`config.mk`:
```
export PLATFORM = sky130hd
export DESIGN_NAME = decode_cycle_flat
export DESIGN_NICKNAME = d
export VERILOG_FILES = /design/src/rtl/decode_cycle_if.sv /design/src/rtl/decode_cycle.sv /design/src/flat_wrapper.sv
export SDC_FILE = /design/constraint.sdc
export NUM_CORES = 2
export LEC_CHECK = 0
export CAP_MARGIN = 0
export CORE_MARGIN = 4
export CORE_UTILIZATION = 50
export CTS_CLUSTER_SIZE = 28
export DETAILED_ROUTE_END_ITERATION = 7
export PLACE_DENSITY_LB_ADDON = 0.12
export SLEW_MARGIN = 10
export SYNTH_ARGS = -nofsm -noshare
export SYNTH_HDL_FRONTEND = slang
export SYNTH_SLANG_ARGS = --single-unit
```
`constraint.sdc`:
```
create_clock -name clk -period 6.9 [get_ports clk]
set_input_delay 1.38 -clock clk [delete_from_list [all_inputs] [get_ports clk]]
set_output_delay 1.38 -clock clk [all_outputs]
set_load 0.05 [all_outputs]
```
`src/rtl/decode_cycle_if.sv`:
```
// Decode-stage bus: IF/ID inputs, writeback port, stall and the ID/EX pipeline outputs.
interface decode_cycle_if;
  logic [31:0] pc_in;
  logic [31:0] instr_in;
  logic        flush;
  logic        wb_en;
  logic [4:0]  wb_rd;
  logic [31:0] wb_data;
  logic        stall;
  logic [31:0] pc_out;
  logic [31:0] rs1_data_out;
  logic [31:0] rs2_data_out;
  logic [31:0] imm_out;
  logic [4:0]  rs1_out;
  logic [4:0]  rs2_out;
  logic [4:0]  rd_out;
  logic [4:0]  alu_op_out;
  logic        alu_src_a_out;
  logic        alu_src_b_out;
  logic        mem_read_out;
  logic        mem_write_out;
  logic [2:0]  mem_size_out;
  logic        reg_write_out;
  logic [1:0]  wb_sel_out;
  logic        branch_out;
  logic        jump_out;
  logic [2:0]  branch_type_out;

  modport master (
    output pc_in, instr_in, flush, wb_en, wb_rd, wb_data,
    input  stall, pc_out, rs1_data_out, rs2_data_out, imm_out, rs1_out, rs2_out, rd_out,
           alu_op_out, alu_src_a_out, alu_src_b_out, mem_read_out, mem_write_out,
           mem_size_out, reg_write_out, wb_sel_out, branch_out, jump_out, branch_type_out
  );

  modport slave (
    input  pc_in, instr_in, flush, wb_en, wb_rd, wb_data,
    output stall, pc_out, rs1_data_out, rs2_data_out, imm_out, rs1_out, rs2_out, rd_out,
           alu_op_out, alu_src_a_out, alu_src_b_out, mem_read_out, mem_write_out,
           mem_size_out, reg_write_out, wb_sel_out, branch_out, jump_out, branch_type_out
  );
endinterface

```
`src/rtl/decode_cycle.sv`:
```
// RV32IM decode stage: register file, control decode, load-use stall and ID/EX register.
// Optional macro DECODE_WB_BYPASS_EN: same-cycle writeback is forwarded to the register reads.
module decode_cycle (
  input  logic          clk,
  input  logic          rst,
  decode_cycle_if.slave bus
);
  localparam logic [6:0] OP_LUI = 7'h37, OP_AUIPC = 7'h17, OP_JAL = 7'h6F, OP_JALR = 7'h67;
  localparam logic [6:0] OP_BR = 7'h63, OP_LOAD = 7'h03, OP_STORE = 7'h23;
  localparam logic [6:0] OP_IMM = 7'h13, OP_REG = 7'h33;
  localparam logic [4:0] ALU_ADD = 5'd0, ALU_SUB = 5'd1, ALU_SLL = 5'd2, ALU_SLT = 5'd3;
  localparam logic [4:0] ALU_SLTU = 5'd4, ALU_XOR = 5'd5, ALU_SRL = 5'd6, ALU_SRA = 5'd7;
  localparam logic [4:0] ALU_OR = 5'd8, ALU_AND = 5'd9, ALU_PASS_B = 5'd10;

  logic [31:0] w_ins;
  logic [6:0]  w_opcode;
  logic [2:0]  w_f3;
  logic [31:0] w_regs [32];

  assign w_ins    = bus.instr_in;
  assign w_opcode = w_ins[6:0];
  assign w_f3     = w_ins[14:12];

  // x0 is hard-wired; entries 1..31 are individual flops so reset can clear them.
  assign w_regs[0] = '0;
  generate
    for (genvar gi = 1; gi < 32; gi++) begin : g_rf
      logic [31:0] r_q;
      always_ff @(posedge clk) begin
        if (rst)
          r_q <= '0;
        else if (bus.wb_en && bus.wb_rd == 5'(gi))
          r_q <= bus.wb_data;
      end
      assign w_regs[gi] = r_q;
    end
  endgenerate

  logic        w_use_rs1, w_use_rs2, w_use_rd;
  logic [4:0]  w_alu_base, w_alu_op;
  logic        w_src_a, w_src_b, w_mem_read, w_mem_write, w_reg_write, w_branch, w_jump;
  logic [1:0]  w_wb_sel;
  logic [2:0]  w_mem_size, w_branch_type;
  logic [31:0] w_imm, w_imm_i, w_imm_s, w_imm_b, w_imm_u, w_imm_j;

  assign w_imm_i = {{20{w_ins[31]}}, w_ins[31:20]};
  assign w_imm_s = {{20{w_ins[31]}}, w_ins[31:25], w_ins[11:7]};
  assign w_imm_b = {{19{w_ins[31]}}, w_ins[31], w_ins[7], w_ins[30:25], w_ins[11:8], 1'b0};
  assign w_imm_u = {w_ins[31:12], 12'b0};
  assign w_imm_j = {{11{w_ins[31]}}, w_ins[31], w_ins[19:12], w_ins[20], w_ins[30:21], 1'b0};

  // SUB only exists for register-register ops; SRAI/SRA share instr[30].
  always_comb begin
    case (w_f3)
      3'd0:    w_alu_base = (w_opcode == OP_REG && w_ins[30]) ? ALU_SUB : ALU_ADD;
      3'd1:    w_alu_base = ALU_SLL;
      3'd2:    w_alu_base = ALU_SLT;
      3'd3:    w_alu_base = ALU_SLTU;
      3'd4:    w_alu_base = ALU_XOR;
      3'd5:    w_alu_base = w_ins[30] ? ALU_SRA : ALU_SRL;
      3'd6:    w_alu_base = ALU_OR;
      default: w_alu_base = ALU_AND;
    endcase
    if (w_opcode == OP_REG && w_ins[31:25] == 7'h01)
      w_alu_base = {2'b10, w_f3};
  end

  always_comb begin
    w_use_rs1 = 1'b0; w_use_rs2 = 1'b0; w_use_rd = 1'b0;
    w_alu_op = ALU_ADD; w_src_a = 1'b0; w_src_b = 1'b0;
    w_mem_read = 1'b0; w_mem_write = 1'b0; w_mem_size = 3'd0;
    w_reg_write = 1'b0; w_wb_sel = 2'd0;
    w_branch = 1'b0; w_jump = 1'b0; w_branch_type = 3'd0;
    w_imm = '0;
    case (w_opcode)
      OP_REG: begin
        w_use_rs1 = 1'b1; w_use_rs2 = 1'b1; w_use_rd = 1'b1;
        w_alu_op = w_alu_base; w_reg_write = 1'b1;
      end
      OP_IMM: begin
        w_use_rs1 = 1'b1; w_use_rd = 1'b1; w_alu_op = w_alu_base;
        w_src_b = 1'b1; w_reg_write = 1'b1; w_imm = w_imm_i;
      end
      OP_LOAD: begin
        w_use_rs1 = 1'b1; w_use_rd = 1'b1; w_src_b = 1'b1; w_imm = w_imm_i;
        w_mem_read = 1'b1; w_mem_size = w_f3; w_reg_write = 1'b1; w_wb_sel = 2'd1;
      end
      OP_STORE: begin
        w_use_rs1 = 1'b1; w_use_rs2 = 1'b1; w_src_b = 1'b1; w_imm = w_imm_s;
        w_mem_write = 1'b1; w_mem_size = w_f3;
      end
      OP_BR: begin
        w_use_rs1 = 1'b1; w_use_rs2 = 1'b1; w_imm = w_imm_b;
        w_branch = 1'b1; w_branch_type = w_f3;
      end
      OP_JAL: begin
        w_use_rd = 1'b1; w_src_a = 1'b1; w_src_b = 1'b1; w_imm = w_imm_j;
        w_jump = 1'b1; w_reg_write = 1'b1; w_wb_sel = 2'd2;
      end
      OP_JALR: begin
        w_use_rs1 = 1'b1; w_use_rd = 1'b1; w_src_b = 1'b1; w_imm = w_imm_i;
        w_jump = 1'b1; w_reg_write = 1'b1; w_wb_sel = 2'd2;
      end
      OP_LUI: begin
        w_use_rd = 1'b1; w_alu_op = ALU_PASS_B; w_src_b = 1'b1;
        w_imm = w_imm_u; w_reg_write = 1'b1;
      end
      OP_AUIPC: begin
        w_use_rd = 1'b1; w_src_a = 1'b1; w_src_b = 1'b1;
        w_imm = w_imm_u; w_reg_write = 1'b1;
      end
      default: ;
    endcase
  end

  logic [4:0]  w_rs1_idx, w_rs2_idx, w_rd_idx;
  logic [31:0] w_rs1_val, w_rs2_val;
  logic        w_valid;

  assign w_valid   = w_use_rs1 | w_use_rd;
  assign w_rs1_idx = w_use_rs1 ? w_ins[19:15] : 5'd0;
  assign w_rs2_idx = w_use_rs2 ? w_ins[24:20] : 5'd0;
  assign w_rd_idx  = w_use_rd  ? w_ins[11:7]  : 5'd0;

  always_comb begin
    w_rs1_val = w_regs[w_rs1_idx];
    w_rs2_val = w_regs[w_rs2_idx];
`ifdef DECODE_WB_BYPASS_EN
    if (bus.wb_en && bus.wb_rd != 5'd0 && bus.wb_rd == w_rs1_idx) w_rs1_val = bus.wb_data;
    if (bus.wb_en && bus.wb_rd != 5'd0 && bus.wb_rd == w_rs2_idx) w_rs2_val = bus.wb_data;
`endif
  end

  logic [31:0] r_pc, r_rs1_data, r_rs2_data, r_imm;
  logic [4:0]  r_rs1, r_rs2, r_rd, r_alu_op;
  logic        r_src_a, r_src_b, r_mem_read, r_mem_write, r_reg_write, r_branch, r_jump;
  logic [1:0]  r_wb_sel;
  logic [2:0]  r_mem_size, r_branch_type;
  logic        w_stall;

  // Unused index fields are zeroed, so a zero rd never matches them.
  assign w_stall = r_mem_read && (r_rd != 5'd0) &&
                   ((w_rs1_idx == r_rd) || (w_rs2_idx == r_rd));

  // rst, flush and stall all yield an all-zero ID/EX entry.
  always_ff @(posedge clk) begin
    if (rst || bus.flush || w_stall || !w_valid) begin
      r_pc <= '0; r_rs1_data <= '0; r_rs2_data <= '0; r_imm <= '0;
      r_rs1 <= '0; r_rs2 <= '0; r_rd <= '0; r_alu_op <= '0;
      r_src_a <= 1'b0; r_src_b <= 1'b0; r_mem_read <= 1'b0; r_mem_write <= 1'b0;
      r_mem_size <= '0; r_reg_write <= 1'b0; r_wb_sel <= '0;
      r_branch <= 1'b0; r_jump <= 1'b0; r_branch_type <= '0;
    end else begin
      r_pc <= bus.pc_in; r_rs1_data <= w_rs1_val; r_rs2_data <= w_rs2_val; r_imm <= w_imm;
      r_rs1 <= w_rs1_idx; r_rs2 <= w_rs2_idx; r_rd <= w_rd_idx; r_alu_op <= w_alu_op;
      r_src_a <= w_src_a; r_src_b <= w_src_b; r_mem_read <= w_mem_read; r_mem_write <= w_mem_write;
      r_mem_size <= w_mem_size; r_reg_write <= w_reg_write; r_wb_sel <= w_wb_sel;
      r_branch <= w_branch; r_jump <= w_jump; r_branch_type <= w_branch_type;
    end
  end

  assign bus.stall           = w_stall;
  assign bus.pc_out          = r_pc;
  assign bus.rs1_data_out    = r_rs1_data;
  assign bus.rs2_data_out    = r_rs2_data;
  assign bus.imm_out         = r_imm;
  assign bus.rs1_out         = r_rs1;
  assign bus.rs2_out         = r_rs2;
  assign bus.rd_out          = r_rd;
  assign bus.alu_op_out      = r_alu_op;
  assign bus.alu_src_a_out   = r_src_a;
  assign bus.alu_src_b_out   = r_src_b;
  assign bus.mem_read_out    = r_mem_read;
  assign bus.mem_write_out   = r_mem_write;
  assign bus.mem_size_out    = r_mem_size;
  assign bus.reg_write_out   = r_reg_write;
  assign bus.wb_sel_out      = r_wb_sel;
  assign bus.branch_out      = r_branch;
  assign bus.jump_out        = r_jump;
  assign bus.branch_type_out = r_branch_type;
endmodule

```
`src/flat_wrapper.sv`:
```
// flat-port wrapper written by rule: the top's interface ports become plain ports
module decode_cycle_flat 
  (clk, rst, bus_pc_in, bus_instr_in, bus_flush, bus_wb_en, bus_wb_rd, bus_wb_data, bus_stall, bus_pc_out, bus_rs1_data_out, bus_rs2_data_out, bus_imm_out, bus_rs1_out, bus_rs2_out, bus_rd_out, bus_alu_op_out, bus_alu_src_a_out, bus_alu_src_b_out, bus_mem_read_out, bus_mem_write_out, bus_mem_size_out, bus_reg_write_out, bus_wb_sel_out, bus_branch_out, bus_jump_out, bus_branch_type_out);
  decode_cycle_if bus_i ();
  input  logic clk;
  input  logic rst;
  input wire logic [$bits(bus_i.pc_in)-1:0] bus_pc_in;
  input wire logic [$bits(bus_i.instr_in)-1:0] bus_instr_in;
  input wire logic [$bits(bus_i.flush)-1:0] bus_flush;
  input wire logic [$bits(bus_i.wb_en)-1:0] bus_wb_en;
  input wire logic [$bits(bus_i.wb_rd)-1:0] bus_wb_rd;
  input wire logic [$bits(bus_i.wb_data)-1:0] bus_wb_data;
  output wire logic [$bits(bus_i.stall)-1:0] bus_stall;
  output wire logic [$bits(bus_i.pc_out)-1:0] bus_pc_out;
  output wire logic [$bits(bus_i.rs1_data_out)-1:0] bus_rs1_data_out;
  output wire logic [$bits(bus_i.rs2_data_out)-1:0] bus_rs2_data_out;
  output wire logic [$bits(bus_i.imm_out)-1:0] bus_imm_out;
  output wire logic [$bits(bus_i.rs1_out)-1:0] bus_rs1_out;
  output wire logic [$bits(bus_i.rs2_out)-1:0] bus_rs2_out;
  output wire logic [$bits(bus_i.rd_out)-1:0] bus_rd_out;
  output wire logic [$bits(bus_i.alu_op_out)-1:0] bus_alu_op_out;
  output wire logic [$bits(bus_i.alu_src_a_out)-1:0] bus_alu_src_a_out;
  output wire logic [$bits(bus_i.alu_src_b_out)-1:0] bus_alu_src_b_out;
  output wire logic [$bits(bus_i.mem_read_out)-1:0] bus_mem_read_out;
  output wire logic [$bits(bus_i.mem_write_out)-1:0] bus_mem_write_out;
  output wire logic [$bits(bus_i.mem_size_out)-1:0] bus_mem_size_out;
  output wire logic [$bits(bus_i.reg_write_out)-1:0] bus_reg_write_out;
  output wire logic [$bits(bus_i.wb_sel_out)-1:0] bus_wb_sel_out;
  output wire logic [$bits(bus_i.branch_out)-1:0] bus_branch_out;
  output wire logic [$bits(bus_i.jump_out)-1:0] bus_jump_out;
  output wire logic [$bits(bus_i.branch_type_out)-1:0] bus_branch_type_out;
  assign bus_i.pc_in = bus_pc_in;
  assign bus_i.instr_in = bus_instr_in;
  assign bus_i.flush = bus_flush;
  assign bus_i.wb_en = bus_wb_en;
  assign bus_i.wb_rd = bus_wb_rd;
  assign bus_i.wb_data = bus_wb_data;
  assign bus_stall = bus_i.stall;
  assign bus_pc_out = bus_i.pc_out;
  assign bus_rs1_data_out = bus_i.rs1_data_out;
  assign bus_rs2_data_out = bus_i.rs2_data_out;
  assign bus_imm_out = bus_i.imm_out;
  assign bus_rs1_out = bus_i.rs1_out;
  assign bus_rs2_out = bus_i.rs2_out;
  assign bus_rd_out = bus_i.rd_out;
  assign bus_alu_op_out = bus_i.alu_op_out;
  assign bus_alu_src_a_out = bus_i.alu_src_a_out;
  assign bus_alu_src_b_out = bus_i.alu_src_b_out;
  assign bus_mem_read_out = bus_i.mem_read_out;
  assign bus_mem_write_out = bus_i.mem_write_out;
  assign bus_mem_size_out = bus_i.mem_size_out;
  assign bus_reg_write_out = bus_i.reg_write_out;
  assign bus_wb_sel_out = bus_i.wb_sel_out;
  assign bus_branch_out = bus_i.branch_out;
  assign bus_jump_out = bus_i.jump_out;
  assign bus_branch_type_out = bus_i.branch_type_out;
  decode_cycle u_core (.clk(clk), .rst(rst), .bus(bus_i));
endmodule
```
==> flow_summary.toml <==
[worst_setup_path]
crit_path_max_incr_delay_ns = 0.82
crit_path_start_kind = "input pin"
worst-setup-path-type = "in -> out"
r2r_cells = 9
critPathRequiredTime_ns = 5.52
end_kind = "output port"
worstPathCellList = "clkdlybuf4s50_1, nor2b_1, o2111ai_4, xnor2_1, a2111o_1, nand2_1, buf_12"
cp_max_fo = 16
arrival_ns = 4.49
reg2reg_setup_slack_ns = 3.45
r2r_end = "u_core.bus.rs2_data_out[19]$_SDFF_PP0_"
cp_slowest_cell = "clkdlybuf4s50_1"
r2r_start = "u_core.bus.rd_out[1]$_SDFF_PP0_"

[clock_tree]
cts_hold_buf = 0
h-tree-depth = 4
clk_path_buf_depth = 3
cts_tree = "built"
cts_repair_resize_count = 0
cts.sinks = 1155
cts_setup_buffers = 0
cts_root_buffer = "clkbuf_16"
cts.reportedPaths.clkPinSlew_ns = 0.06
tritoncts.num_buffers = 134
clkLatencyLatePin_ns = 0.76

[synthesis]
seq_area_frac_synth_pct = 41.8
yosysWarnings = 0
ys_types = 75
synth.avg_cell_area_um2 = 7.38
ys_seq_elements = 1155
synth.area.top_cells = "dfxtp_1 42%, nand2_1 17%, a21oi_1 11%"
syn_inst = 7494
synthFlopType = "dfxtp_1"
synth_edf_count = 0
netlist_area_mm2 = 0.0553
ys_async_sr_fraction_pct = 0
syn-num-nets = 7599
synth_top_area_share_pct = 41.8
yosysTopAreaCell = "dfxtp_1"

[global_route]
gr-total-overflow = 0
grt_usage_pct = 43.9
grt_pass1_vias = 54997
grt_max_degree = 230
grt_pass1_wl_mm = 381
antenna_found_initial = 19

[place]
gp_congestion = 0.958
port-buffer-count = 268
dpl.cell_count = 8671
postPlaceCellArea_mm2 = 0.0590
post-dp-hpwl_mm = 153

[floorplanning]
die_area_mm2 = 0.116
rows = 121
die_h_um = 341
die_w_um = 341
ios = 269
start_util_pct = 50.6
coreArea_mm2 = 0.109

[run]
maxCapViolCount = 1

[outcome]
outcome = "complete, but fails checks"
violations = "capacitance limit"

[min_path]
hold_start = "u_core.g_rf[21].r_q[2]$_SDFFE_PP0P_"
holdPathEnd = "u_core.g_rf[21].r_q[2]$_SDFFE_PP0P_"
hold_path_depth = 2
hp-class = "reg -> reg"

[sta]
worst_slew_pin_slew_ns = 1.47
slew_violations = 0
finalSetupViolCount = 0
final.min_clock_period_ns = 5.87
tns_ns = 0
period_share_pct = 85.0
rsz0062_at_grt = "false"
maxSlewHeadroom_pct = 1.65
hold_viol = 0
holdWs_ns = 0.456
fmaxAchievable_ghz = 0.170
clock_skew_ns = 0.0330

[route]
drt_iter0_markers = 11143
ant_nets = 0
post_drt_via_cell_ratio = 6.79
wl_mm = 269
drtPass1Iterations = 8
vias = 60583
wl_per_cell_um = 30.1
wl_met1_mm = 96.5
drc = 0
wl_met3_mm = 42.0
met2_length_mm = 107
route.top_layer_used = "met5"

[layout]
area_delta_synth_final_pct = 14.7
final_cells = 8916
final_cell_mix = "2513 x nand2_1, 1200 x a21oi_1, 1155 x dfxtp_1"
final_nets = 7436
utilization_pct = 58.0
final_common_cell = "nand2_1"
drive_above_1_share_pct = 7.43
design_area_mm2 = 0.0634

[power_and_ir_drop]
power.density_mw_per_mm2 = 234
ir_worst_vdd_mv = 0.187
p_leak_nw = 20.0
metrics by stage:
| step | power (mW) | setup slack [ns] |
|---|---|---|
| after detailed placement | 7.79 | 1.13 |
| final | 14.8 | 1.03 |
| after CTS | 14.8 | 1.11 |
| after global routing | 15.1 | 0.943 |
| after floorplan | 7.38 | 2.42 |
| after global placement | 7.79 | 1.15 |
registers in the layout, summed over array words and instances (netlist names):
signal	cells
u_core.bus.branch_type_out	3
u_core.bus.alu_src_a_out	1
u_core.bus.alu_src_b_out	1
u_core.bus.branch_out	1
u_core.g_rf.r_q	992
u_core.bus.imm_out	32
u_core.bus.jump_out	1
u_core.bus.rd_out	5
u_core.bus.mem_write_out	1
u_core.bus.mem_read_out	1
u_core.bus.pc_out	32
u_core.bus.wb_sel_out	2
u_core.bus.rs2_out	5
u_core.bus.reg_write_out	1
u_core.bus.rs1_data_out	32
u_core.bus.rs2_data_out	32
u_core.bus.rs1_out	5
u_core.bus.mem_size_out	3
u_core.bus.alu_op_out	5
critical path: cells and delay by family:
family,cells,cell delay [ns]
buffers and inverters,2,0.98
and+or+nand+nor,2,0.98
AOI/OAI and AO/OA,2,0.88
xor gates and xnor gates,1,0.27
worst max path at each step:
stage	depth (start not counted)	from	end
6_report	7	bus_instr_in[5]	bus_stall
5_1_grt	7	bus_instr_in[5]	bus_stall
4_1_cts	7	bus_instr_in[5]	bus_stall
3_5_place_dp	7	bus_instr_in[5]	bus_stall
3_3_place_gp	7	bus_instr_in[5]	bus_stall
2_1_floorplan	6	bus_instr_in[4]	bus_stall
where the power goes:
| group | switching (mW) | total, mW | internal, mW |
|---|---|---|---|
| clock | 2.93 | 7.11 | 4.18 |
| sequential | 0.0342 | 6.75 | 6.71 |
| combinational | 0.730 | 0.957 | 0.228 |
cells in the mapped netlist (all sizes together), types with 13 or more instances:
| cell | n |
|---|---|
| a211oi | 43 |
| a21o | 18 |
| a21oi | 1202 |
| a221oi | 116 |
| a22o | 13 |
| a22oi | 14 |
| a31oi | 102 |
| a32o | 20 |
| a32oi | 15 |
| and2 | 45 |
| and3 | 26 |
| buf | 150 |
| clkbuf | 616 |
| dfxtp | 1155 |
| mux2 | 32 |
| mux2i | 275 |
| nand2 | 2537 |
| nand3 | 171 |
| nand4 | 18 |
| nor2 | 104 |
| nor3 | 62 |
| o211ai | 98 |
| o21ai | 165 |
| o221ai | 252 |
| o22ai | 91 |
area by class of cell:
type                    count  area (um^2)
fillers                 10190        45900
well taps                1476         1850
multi-input cells        5562        29600
flip-flops and latches   1155        23100
clock buffers             210         4150
inverters                  11         47.5
clock inverters            25          183
repair buffers            467         4410
diodes                     10         25.0
layer usage:
layer  track usage (%)  vias up
li1                  -    25821
met1              56.4    28261
met2              61.1     5188
met3              15.1     1295
met4              31.6       18
met5                 0        -
cell families (layout without fill, tap and decap cells):
family / Yosys count / after routing / synth area share (%)
flip-flops: 1155 / 1155 / 41.8
other: 0 / 10 / 0
XOR/XNOR: 6 / 6 / 0.0950
buffers and inverters: 777 / 713 / 5.53
AO/OA/AOI/OAI: 2212 / 2212 / 24.7
multiplexers: 313 / 313 / 5.87
AND/OR/NAND/NOR: 3031 / 3031 / 22.0
No activity file was read; power rests on OpenSTA's default activity.
